--- src/rtl/priority_arbiter.sv ---
// priority_arbiter: 4-requester registered arbiter, 3>2>1>0 priority, hold timeout, one-cycle turnaround.
// Define ROUND_ROBIN_EN to rotate priority after every grant.
module priority_arbiter #(
    parameter int MAX_HOLD = 8
) (
    input  logic       clk,
    input  logic       reset,
    input  logic [3:0] req,
    output logic [3:0] grant,
    output logic       grant_valid,
    output logic [1:0] grant_id,
    output logic       timeout
);
    localparam int CW = (MAX_HOLD == 0) ? 1 : $clog2(MAX_HOLD + 1);
    localparam logic [CW-1:0] MAXC = CW'(MAX_HOLD);

    typedef enum logic [1:0] {IDLE, GRANT, RELEASE} state_t;

    state_t        state, state_n;
    logic [CW-1:0] cnt, cnt_n;
    logic [1:0]    prev, prev_n, id_n, win;
    logic [3:0]    grant_n, elig;
    logic          to_n;

`ifdef ROUND_ROBIN_EN
    logic [1:0] p, p_n;

    // Priority runs p, p-1, p-2, p-3; the last hit in this loop is the highest.
    function automatic logic [1:0] pick(input logic [3:0] e, input logic [1:0] ptr);
        logic [1:0] idx;
        pick = 2'd0;
        for (int k = 3; k >= 0; k--) begin
            idx = ptr - 2'(k);
            if (e[idx]) pick = idx;
        end
    endfunction
`else
    function automatic logic [1:0] pick(input logic [3:0] e);
        pick = 2'd0;
        for (int k = 0; k < 4; k++)
            if (e[k]) pick = 2'(k);
    endfunction
`endif

    always_comb begin
        state_n = state;
        cnt_n   = cnt;
        prev_n  = prev;
        grant_n = 4'b0;
        id_n    = 2'd0;
        to_n    = 1'b0;
`ifdef ROUND_ROBIN_EN
        p_n     = p;
        win     = pick(elig_of(req, timeout, prev), p);
`else
        win     = pick(elig_of(req, timeout, prev));
`endif
        elig    = elig_of(req, timeout, prev);
        case (state)
            GRANT: begin
                if (req[prev] && !((MAX_HOLD != 0) && (cnt == MAXC))) begin
                    grant_n = grant;
                    id_n    = prev;
                    cnt_n   = &cnt ? cnt : cnt + 1'b1;
                end else begin
                    state_n = RELEASE;
                    to_n    = req[prev];
                end
            end
            default: begin
                if (|elig) begin
                    state_n = GRANT;
                    grant_n = 4'b1 << win;
                    id_n    = win;
                    prev_n  = win;
                    cnt_n   = CW'(1);
`ifdef ROUND_ROBIN_EN
                    p_n     = win - 2'd1;
`endif
                end else begin
                    state_n = IDLE;
                end
            end
        endcase
    end

    // timeout is high only during the turnaround after a revoked grant, so it doubles as the mask flag.
    function automatic logic [3:0] elig_of(input logic [3:0] r, input logic t, input logic [1:0] o);
        elig_of = t ? (r & ~(4'b1 << o)) : r;
    endfunction

    always_ff @(posedge clk or posedge reset) begin
        if (reset) begin
            state       <= IDLE;
            cnt         <= '0;
            prev        <= 2'd0;
            grant       <= 4'b0;
            grant_valid <= 1'b0;
            grant_id    <= 2'd0;
            timeout     <= 1'b0;
        end else begin
            state       <= state_n;
            cnt         <= cnt_n;
            prev        <= prev_n;
            grant       <= grant_n;
            grant_valid <= |grant_n;
            grant_id    <= id_n;
            timeout     <= to_n;
        end
    end

`ifdef ROUND_ROBIN_EN
    always_ff @(posedge clk or posedge reset) begin
        if (reset) p <= 2'd3;
        else       p <= p_n;
    end
`endif
endmodule

--- config.mk ---
export PLATFORM = sky130hd
export DESIGN_NAME = priority_arbiter
export DESIGN_NICKNAME = d
export VERILOG_FILES = /design/src/rtl/priority_arbiter.sv
export SDC_FILE = /design/constraint.sdc
export NUM_CORES = 1
export LEC_CHECK = 0
export BUFFER_PORTS_ARGS = -buffer_cell sky130_fd_sc_hd__buf_2
export CAP_MARGIN = 10
export CORE_AREA = 2 2 42 44
export DETAILED_ROUTE_END_ITERATION = 8
export DIE_AREA = 0 0 44 46
export GPL_TIMING_DRIVEN = 0
export PLACE_DENSITY = 0.79
export SKIP_LAST_GASP = 1
export SLEW_MARGIN = 20
export SYNTH_ARGS = -nofsm -noshare
export SYNTH_HDL_FRONTEND = slang
export SYNTH_SLANG_ARGS = --single-unit
export TNS_END_PERCENT = 10
--- constraint.sdc ---
create_clock -name clk -period 5.7 [get_ports clk]
set_input_delay 0.855 -clock clk [delete_from_list [all_inputs] [get_ports clk]]
set_output_delay 0.855 -clock clk [all_outputs]
set_load 0.005 [all_outputs]
Yosys cells after proc, flatten, opt, wreduce, memory -nomap -nowiden:

Cells that the tools add are included.

* output and inout bits: 8
* flip-flop bits (word level): 16

* shift-type cells: 2
* mux-type cells: 21
* add/subtract/negate cells: 1
* equality and inequality tests: 5
* bitwise logic cells: 3
* reduce and logical (&&, ||, !) cells: 8
* order comparisons: 1

Operator list (count)
* two-way mux 4 bit: 8
* two-way mux 2 bit: 7
* OR reduction 4 bit: 2
* left shift 1 x 2 -> 4 bit, first input constant: 2
* inequality test 2 bit, second input constant: 3
* two-way mux 1 bit: 5
* adder 4 x 1 -> 4 bit, second input constant: 1
* bitwise AND 4 bit: 1
* equality test 4 bit, second input constant: 1
* NOT 4 bit: 1
* AND reduction 4 bit: 1
* < comparator 2 x 3 -> 1 bit, second input constant: 1
* AND reduction 3 bit: 1
* binary-select mux 1 bit (select 2 bit): 1
* equality test 2 x 1 -> 1 bit, second input constant: 1
* AND reduction 2 bit: 1
* nonzero test 2 bit: 1
* logical AND 1 bit: 1
* zero test 1 bit: 1
* NOT 1 bit: 1

Longest topological paths before layout:

Gate-level depths: netlist (run 1).

* depth after elaboration: 11
* gate-level depth with buffers: 7
* mapped depth without buffers: 7

Worst setup path after synthesis (run 1):

OpenSTA, ideal clock, no wires.

* path kind: input to register
* start point: input req[2]
* end point: register grant_valid
* arrival time: 2.486 ns
* data required time: 5.562 ns
* slack: 3.075 ns
* cell stages on the path: 6
* buffers on the path: 1
* library setup time: 0.138 ns
* cell sequence: buf_2 mux4_2 and2_4 and3_4 a31o_1 or4_4

* word-level cells in the longest chain between the ends: 8
* elaborated cells between the ends (all ways): 13
* those cells by class: shift: 1; mux: 8; bitwise: 1; reduce/logical: 3

Ends and longest elaborated chain
* start: declaration: line 8 `input logic [3:0] req,`
* bitwise AND 4 bit: line 89 `elig_of = t ? (r & ~(4'b1 << o)) : r;`
* two-way mux 4 bit: line 89
* two-way mux 2 bit (2 in a row): line 41 `if (e[k]) pick = 2'(k);`
* left shift 1 x 2 -> 4 bit: line 73 `grant_n = 4'b1 << win;`
* two-way mux 4 bit: line 71 `if (|elig) begin`
* two-way mux 4 bit (*): line 59 `case (state)`
* named net grant_n[1]: line 22 `logic [3:0] grant_n, elig;`
* OR reduction 4 bit (*): line 106 `grant_valid <= |grant_n;`
* end signal: assignment: line 106
* end: declaration: line 10 `output logic grant_valid,`

Mark *: on every way through the listed nets, which the timed path passes. The rest lies on a longest branch. The select of a mux whose other input is x is not followed.
A chain may end at the register's enable or synchronous reset.

Final worst setup path (run 1):

Same ends and word-level chain as after synthesis.

==> results.tsv, run 1 <==
metric	value	unit
status	complete, no violations	
Final TNS setup	0	ns
Gate Count Post-Synth	85	
Root Buffer Master	clkbuf_4	
reg2reg end	grant_valid	
CTS Hold Bufs	0	
Worst Hold Depth	2	
buffer and inverter count on the worst path	1	
Final Net Count	109	
EDFF count, synth	0	
peak fanout along the critical path	9	
wire per inst	14.1	microns
Initial Util	53.3	%
max-cap violations	0	
final hold vios	0	
area post-placement	936	sq um
synth warn	0	
total die area	0.00202	sq mm
max_slew headroom	60.7	%
DR pass1 iterations	6	
FMAX	411	MHz
Overflow after GRT	0	
Setup crit end kind	register	
WL final	1.65	mm
r2r worst-path depth	6	
die width	44	microns
I/O Buffers	11	
Synth Cell Area	860	sq um
Die Ht	46	microns
Synth top area share	46.6	%
Worst Hold Endpoint	grant[2]	
H-tree levels	1	
Synthesized Nets	93	
largest net degree at the start of global routing	17	
RSZ-0062 raised after global routing	false	
layout cells sized above 1	22.0	%
Final Slew Violations	0	
CP peak stage delay	0.52	ns
Final min period	2.43	ns
ANT nets after route	0	
initial antenna violation count	0	
DR iter-0 viols	27	
Total GRT Usage	19.3	%
Tcrit/Tclk final	42.6	%
CP required	5.86	ns
Synth Area per Inst	10.1	sq um
worst path arrival time	2.59	ns
Site Rows	15	
final instance area	972	sq um
Worst Hold Class	reg -> reg	
worst-margin pin slew	0.589	ns
CTS resizes	0	
vias in the first global route	642	
clk_lat worst skew	0.28	ns
CP delay by family, top	simple AND/OR/NAND/NOR gates	
Core Area	0.00161	sq mm
Clock Sink Count	16	
R2R Setup Slk	3.43	ns
worst hold start	grant[2]	
CP max-delay cell	mux4_2	
Multi-input gate area	417	sq um
DP HPWL	1.25	mm
top post-synthesis cells by area	dfrtp_1, nand2_1, mux2i_1, ha_1, mux4_2	
clock skew	0.00368	ns
sequential share of the synthesized area	46.6	%
clock buffer depth	2	
clk slew on worst S/H paths	0.09	ns
VDD IR max	0.276	mV
crit path cell chain	buf_2 -> mux4_2 -> and2_4 -> and3_4 -> a31o_1 -> or4_4	
Seq. cell area	400	sq um
Cell variety after synth	38	
leak pwr	0.000455	uW
CTS buffer count	3	
Area Overhead vs Synth	13.1	%
Top-Level Pins	14	
DRC	0	
Setup Viol. Count Final	0	
CTS tree	yes	
Worst Setup Start Kind	input pin	
most common cell in the netlist	dfrtp_1	
pwr/cell area	469	mW/mm^2
routed vias/inst	6.03	
vias after detailed routing	706	
Main synth FF type	dfrtp_1	
routability congestion estimate	0.782	
area leader, netlist	dfrtp_1	
Crit Path Class	in -> reg	
first-pass GRT wire length	2.77	mm
ys async rst share	100	%
most frequent cells after synthesis	dfrtp_1, nand2_1, inv_1, nor2_1	
Post-CTS Setup Bufs	0	
ANT cells	0	
worst r2r src	prev[0]	
Filler cells	141	
number of synthesized register bits	16	
cells in the final DEF (no fill, tap or decap), types with 3 or more instances in the layout:
cell / netlist / final
nand2_1: 9 / 9
inv_1: 5 / 5
o21ai_0: 3 / 3
nor2_1: 5 / 5
mux2i_1: 3 / 3
buf_2: 1 / 12
clkbuf_4: 0 / 3
nand3_1: 4 / 4
dfrtp_1: 16 / 16
o21ai_1: 4 / 4
metrics by stage:
stage               utilization [%]  worst slack (ns)  total power, uW  instances  hold slack [ns]
global route                   60.2              3.26              492        117            0.534
CTS                            60.2              3.28              458        117            0.523
finish                         60.2              3.27              456        117            0.518
detailed placement             58.0              2.98              385        113            0.503
global placement               58.0              2.98              373        113            0.483
floorplan                         -              3.08              326         85            0.484
worst max path at each step:
stage / from / to / slack, ns / cells after the start
final: req[2] / grant_valid / 3.27 / 6
after detailed placement: req[2] / grant_valid / 2.98 / 6
after CTS: req[2] / grant_valid / 3.28 / 6
after floorplan: req[2] / grant_valid / 3.08 / 6
after global placement: req[2] / grant_valid / 2.98 / 6
after global routing: req[2] / grant_valid / 3.26 / 6
flip-flops by register name, summed over array words and instances (netlist names):
signal and flops:
grant 4, timeout 1, state 2, grant_id 2, cnt 4, grant_valid 1
prev 2
worst min-delay path: stages, from the launching register on:
cell and delay, ns:
dfrtp_1 0.35, nand2_1 0.05, nand2_1 0.08
power breakdown:
group	switching (uW)	leakage [uW]	internal [uW]	total, uW
sequential	26.3	0.000201	155	181
clock	33.7	0.0000210	38.9	72.6
combinational	110	0.000233	91.8	202
layout make-up:
cell class	count	area share [%]
flip-flops and latches	16	41.2
clock buffers	4	3.73
plain buffers	4	2.45
multi-input cells	60	42.9
well taps	17	2.19
inverters	5	1.93
repair buffers	11	5.66
layer usage:
layer / global-route usage (%) / vias to the layer above / wire length [microns]
li1: - / 343 / -
met1: 21.8 / 336 / 662
met2: 35.0 / 25 / 903
met3: 5.95 / 2 / 84
met4: 5.45 / 0 / 4
met5: 0 / - / 0
logic make-up (layout without fill, tap and decap cells):
logic type	after synthesis	count (layout)	share of synthesized area (%)
XOR/XNOR	1	1	1.02
flip-flops	16	16	46.6
adder cells (fa/ha/maj)	2	2	2.91
multiplexers	5	5	7.42
AO/OA/AOI/OAI	21	21	17.6
buffers and inverters	9	24	4.95
AND/OR/NAND/NOR	31	31	19.5
Note: power is estimated with default switching activity, not from simulation.
==> run 2: changes to the inputs <==
CORE_AREA = 2 2 44 46   (was 2 2 42 44)
DIE_AREA = 0 0 46 48   (was 0 0 44 46)
PLACE_DENSITY = 0.73   (was 0.79)
clock period = 2.3 ns   (was 5.7 ns; I/O delays follow)
==> run 2 against run 1 <==
- clock skew fell by 0.0030 ns
- combinational power is 130% higher
- non-clock buffer count down 1
- critical endpoint unchanged
- largest power group is now sequential cells
- highest routed layer unchanged
==> results.tsv, run 2 (synthesized netlist as in run 1, its figures left out) <==
metric	value	unit	change
first-pass GRT wire length	2.68	mm	was 2.77 mm
max-cap violations	0		unchanged
CP required	2.46	ns	was 5.86 ns
RSZ-0062 raised after global routing	false		unchanged
vias in the first global route	628		was 642
DP HPWL	1.25	mm	about the same
clk_lat worst skew	0.28	ns	about the same
Root Buffer Master	clkbuf_4		unchanged
DR iter-0 viols	25		was 27
Final min period	2.19	ns	
routability congestion estimate	0.849		was 0.782
initial antenna violation count	0		unchanged
leak pwr	0.000446	uW	was 0.000455 uW
most common cell after layout, fill and taps aside	dfrtp_1		unchanged
worst path arrival time	2.35	ns	was 2.59 ns
clock buffer depth	2		unchanged
Setup crit end kind	register		unchanged
I/O Buffers	11		unchanged
Final TNS setup	0	ns	unchanged
Site Rows	15		unchanged
Total GRT Usage	17.2	%	was 19.3%
clock skew	0.000719	ns	was 0.00368 ns
R2R Setup Slk	0.11	ns	was 3.43 ns
DRC	0		unchanged
Post-CTS Setup Bufs	0		unchanged
Die Ht	48	microns	was 46 microns
Clock Sink Count	16		unchanged
largest net degree at the start of global routing	17		unchanged
die width	46	microns	was 44 microns
CP Capture Point	grant_valid		unchanged
layout cells sized above 1	22.4	%	was 22.0%
CTS tree	yes		unchanged
routed vias/inst	5.91		was 6.03
Setup Viol. Count Final	0		unchanged
Overflow after GRT	0		unchanged
Worst Hold Class	in -> async		was reg -> reg
vias after detailed routing	680		was 706
FMAX	457	MHz	
VDD IR max	0.532	mV	was 0.276 mV
peak fanout along the critical path	7		was 9
most frequent cells in the layout	dfrtp_1, buf_2, nand2_1		unchanged
ANT nets after route	0		unchanged
total die area	0.00221	sq mm	was 0.00202 sq mm
status	complete, no violations		unchanged
H-tree levels	1		unchanged
Final Net Count	108		was 109
ANT cells	0		unchanged
Worst Setup Start Kind	register		was input pin
CTS buffer count	3		unchanged
Crit Path Class	reg -> reg		was in -> reg
Area Overhead vs Synth	11.2	%	was 13.1%
Initial Util	50.9	%	was 53.3%
Top-Level Pins	14		unchanged
Tcrit/Tclk final	95.2	%	
Final Util	56.6	%	was 60.2%
Final Slew Violations	0		unchanged
WL final	1.62	mm	was 1.65 mm
CP Launch Point	prev[1]		was req[2]
final hold vios	0		unchanged
Largest regs	cnt (4), grant (4)		unchanged
max_slew headroom	61.7	%	was 60.7%
worst-margin pin slew	0.574	ns	was 0.589 ns
pwr/cell area	1130	mW/mm^2	was 469 mW/mm^2
DR pass1 iterations	4		was 6
clk slew on worst S/H paths	0.09	ns	about the same
wire per inst	14.1	microns	about the same
reg2reg end	grant_valid		unchanged
worst r2r src	prev[1]		was prev[0]
Core Area	0.00169	sq mm	was 0.00161 sq mm
r2r worst-path depth	5		was 6
-- run 2: cell count changes in the layout (fill, tap and decap cells not counted) --
| cell | delta |
|---|---|
| dfrtp_1 | -1 |
| clkbuf_8 | -1 |
| clkbuf_1 | -1 |
| dfrtp_2 | +1 |
-- run 2: through the flow --
stage	worst slack (ns)	std cells	instance area, sq um	total power, uW	hold WS (ns)
after detailed placement	0.0530	113	936	946	0.438
after global routing	0.0527	115	956	1180	0.132
after CTS	0.0316	116	958	1090	0.129
after global placement	0.0598	113	936	932	0.435
after floorplan	0.185	85	860	808	0.259
final	0.111	115	956	1080	0.100
-- run 2: worst min path at each step --
stage,startpoint,slack [ns],depth (start not counted),end
finish,reset,0.10,2,cnt[2]
CTS,reset,0.13,2,cnt[2]
global route,reset,0.13,2,state[1]
floorplan,reset,0.26,1,cnt[0]
global placement,reset,0.44,2,cnt[3]
detailed placement,reset,0.44,2,cnt[2]
-- run 2: layer usage --
metal  vias up  share of wire [%]  GRT usage (%)
li1        332                  -              -
met3         4                4.5           4.53
met5         -                  0              0
met4         0                1.8           6.86
met2        21                 50           28.1
met1       323                 44           21.7
-- run 2: cell type report --
cell class                 count  area [sq um]
fill                         152           733
multi-input combinational     60           417
sequential                    16           402
timing repair buffer          11          55.1
clock buffer                   3          22.5
tap                           17          21.3
buffer                         3          20.0
inverter                       5          18.8
-- run 2: power breakdown --
| group | internal, uW | switching, uW | total, uW | leakage, uW |
|---|---|---|---|---|
| logic | 223 | 240 | 463 | 0.000232 |
| clock network | 60.8 | 85.8 | 147 | 0.0000138 |
| registers | 385 | 87.0 | 472 | 0.000200 |
-- run 2: repair_timing --
item,4_1_cts,5_1_grt
hold buffers,0,0
resized for setup,0,1
hold endpoints to repair,0,0
setup endpoints to repair,0,1
-- run 2: worst max-delay path: stages, from the launching register on --
cell,delay (ns)
dfrtp_2,0.44
mux4_2,0.56
and2_4,0.17
and3_4,0.17
a31o_1,0.20
or4_4,0.52
==> run 3: changes to the inputs <==
CELL_PAD_IN_SITES_DETAIL_PLACEMENT = 0   (was default)
CELL_PAD_IN_SITES_GLOBAL_PLACEMENT = 2   (was default)
CORE_AREA = 2 2 64 48   (was 2 2 44 46)
DIE_AREA = 0 0 66 50   (was 0 0 46 48)
PLACE_DENSITY = 0.74   (was 0.73)
==> run 3 against run 2 <==
- sequential power about the same
- critical path depth did not move
- clock power increased by 67%
- combinational power grew 3%
- core utilization decreased by 19 points
- maximum frequency decreased by 0.77%
- die area grew 49%
- non-clock buffer count is the same
- critical path type unchanged
- largest cell class unchanged
- highest routed layer is now met3
==> results.tsv, run 3 (synthesized netlist as in run 1, its figures left out) <==
metric	value	unit	change
H-tree levels	1		unchanged
DR iter-0 viols	30		was 25
DRC	0		unchanged
Core Area	0.00268	sq mm	was 0.00169 sq mm
most frequent cells in the layout	dfrtp_1, buf_2, nand2_1		unchanged
ANT nets after route	0		unchanged
peak fanout along the critical path	7		unchanged
layout cells sized above 1	23.2	%	was 22.4%
Overflow after GRT	0		unchanged
vias after detailed routing	665		was 680
Tcrit/Tclk final	95.9	%	was 95.2%
CTS Hold Bufs	0		unchanged
Sw Ratio	36.2	%	was 38.2%
Area Overhead vs Synth	17.8	%	was 11.2%
Sequential Power Share	39.5	%	was 43.6%
CP required	2.42	ns	was 2.46 ns
Largest regs	cnt (4), grant (4)		unchanged
Die Ht	50	microns	was 48 microns
FMAX	453	MHz	was 457 MHz
leak pwr	0.000461	uW	was 0.000446 uW
reg2reg end	grant_valid		unchanged
wire per inst	13.3	microns	was 14.1 microns
routability congestion estimate	0.749		was 0.849
Initial Util	32.0	%	was 50.9%
CTS tree	yes		unchanged
pwr/cell area	1180	mW/mm^2	was 1130 mW/mm^2
Final TNS setup	0	ns	unchanged
Crit Path Class	reg -> reg		unchanged
CP Capture Point	grant_valid		unchanged
R2R Setup Slk	0.09	ns	was 0.11 ns
Root Buffer Master	clkbuf_8		was clkbuf_4
Psw	433	uW	was 413 uW
DR pass1 iterations	4		unchanged
clk_lat worst skew	0.25	ns	was 0.28 ns
I/O Buffers	11		unchanged
initial antenna violation count	0		unchanged
Setup crit end kind	register		unchanged
Comb pwr share	40.0	%	was 42.8%
ANT cells	0		unchanged
total die area	0.00330	sq mm	was 0.00221 sq mm
RSZ-0062 raised after global routing	false		unchanged
worst-margin pin slew	0.602	ns	was 0.574 ns
Final min period	2.21	ns	was 2.19 ns
clk slew on worst S/H paths	0.06	ns	was 0.09 ns
clock share of power	20.5	%	was 13.6%
clock skew	0.00553	ns	was 0.000719 ns
Power Internal	761	uW	was 669 uW
Clock Sink Count	16		unchanged
VDD IR max	0.448	mV	was 0.532 mV
first-pass GRT wire length	3.05	mm	was 2.68 mm
routed vias/inst	4.93		was 5.91
most common cell after layout, fill and taps aside	dfrtp_1		unchanged
WL final	1.79	mm	was 1.62 mm
status	complete, no violations		unchanged
Final Net Count	108		unchanged
largest net degree at the start of global routing	17		unchanged
WHS	0.154	ns	was 0.100 ns
CP Launch Point	prev[1]		unchanged
DP HPWL	1.35	mm	was 1.25 mm
r2r worst-path depth	5		unchanged
Worst Hold Class	in -> async		unchanged
CTS buffer count	3		unchanged
die width	66	microns	was 46 microns
Final Util	37.7	%	was 56.6%
Worst Setup Start Kind	register		unchanged
vias in the first global route	644		was 628
total power	1190	uW	was 1080 uW
worst path arrival time	2.32	ns	was 2.35 ns
final hold vios	0		unchanged
Setup Viol. Count Final	0		unchanged
max_slew headroom	59.8	%	was 61.7%
Final Slew Violations	0		unchanged
worst r2r src	prev[1]		unchanged
clock buffer depth	2		unchanged
Site Rows	16		was 15
max-cap violations	0		unchanged
Top-Level Pins	14		unchanged
Total GRT Usage	12.0	%	was 17.2%
## run 3: area by class of cell
cell class                 count  area [sq um]
timing repair buffer          11          55.1
inverter                       5          18.8
sequential                    16           402
multi-input combinational     60           417
fill                         281          1670
clock buffer                   4          55.1
tap                           36          45.0
buffer                         3          20.0
## run 3: worst min-delay path by stage
stage	cells past startpoint	from	to	slack [ns]
after floorplan	1	reset	cnt[0]	0.26
after global placement	2	reset	cnt[3]	0.44
after detailed placement	2	reset	cnt[2]	0.45
after CTS	2	reset	grant_id[0]	0.18
after global routing	2	reset	cnt[2]	0.21
final	2	reset	cnt[2]	0.15
## run 3: layer usage
layer / vias up / GRT usage [%] / wire length [microns]
li1: 334 / - / -
met1: 320 / 18.5 / 965
met2: 11 / 16.7 / 738
met3: 0 / 4.79 / 85
met4: 0 / 0 / 0
met5: - / 0 / 0
## run 3: critical path: stages, from the launching register on
cell	delay [ns]
dfrtp_2	0.43
mux4_2	0.57
and2_4	0.18
and3_4	0.17
a31o_1	0.21
or4_4	0.52
## run 3: metrics by stage
stage	setup slack, ns	instances	instance area [sq um]
finish	0.0937	135	1010
global route	0.0292	135	1010
CTS	0.0199	135	1010
detailed placement	0.0110	132	960
global placement	0.0210	132	960
floorplan	0.185	85	860
## run 3: timing repair
action                                  4_1_cts  5_1_grt
gates resized for setup                       0        1
endpoints found under the setup margin        1        1
setup buffers                                 0        0
endpoints found under the hold margin         0        0
## run 3: power by group through the flow
stage                     Sequential, uW  Combinational (uW)  Clock [uW]
after floorplan                      447                 361           0
after global placement               450                 504           0
after detailed placement             450                 506           0
after CTS                            471                 480         251
after global routing                 491                 539         265
final                                471                 478         245
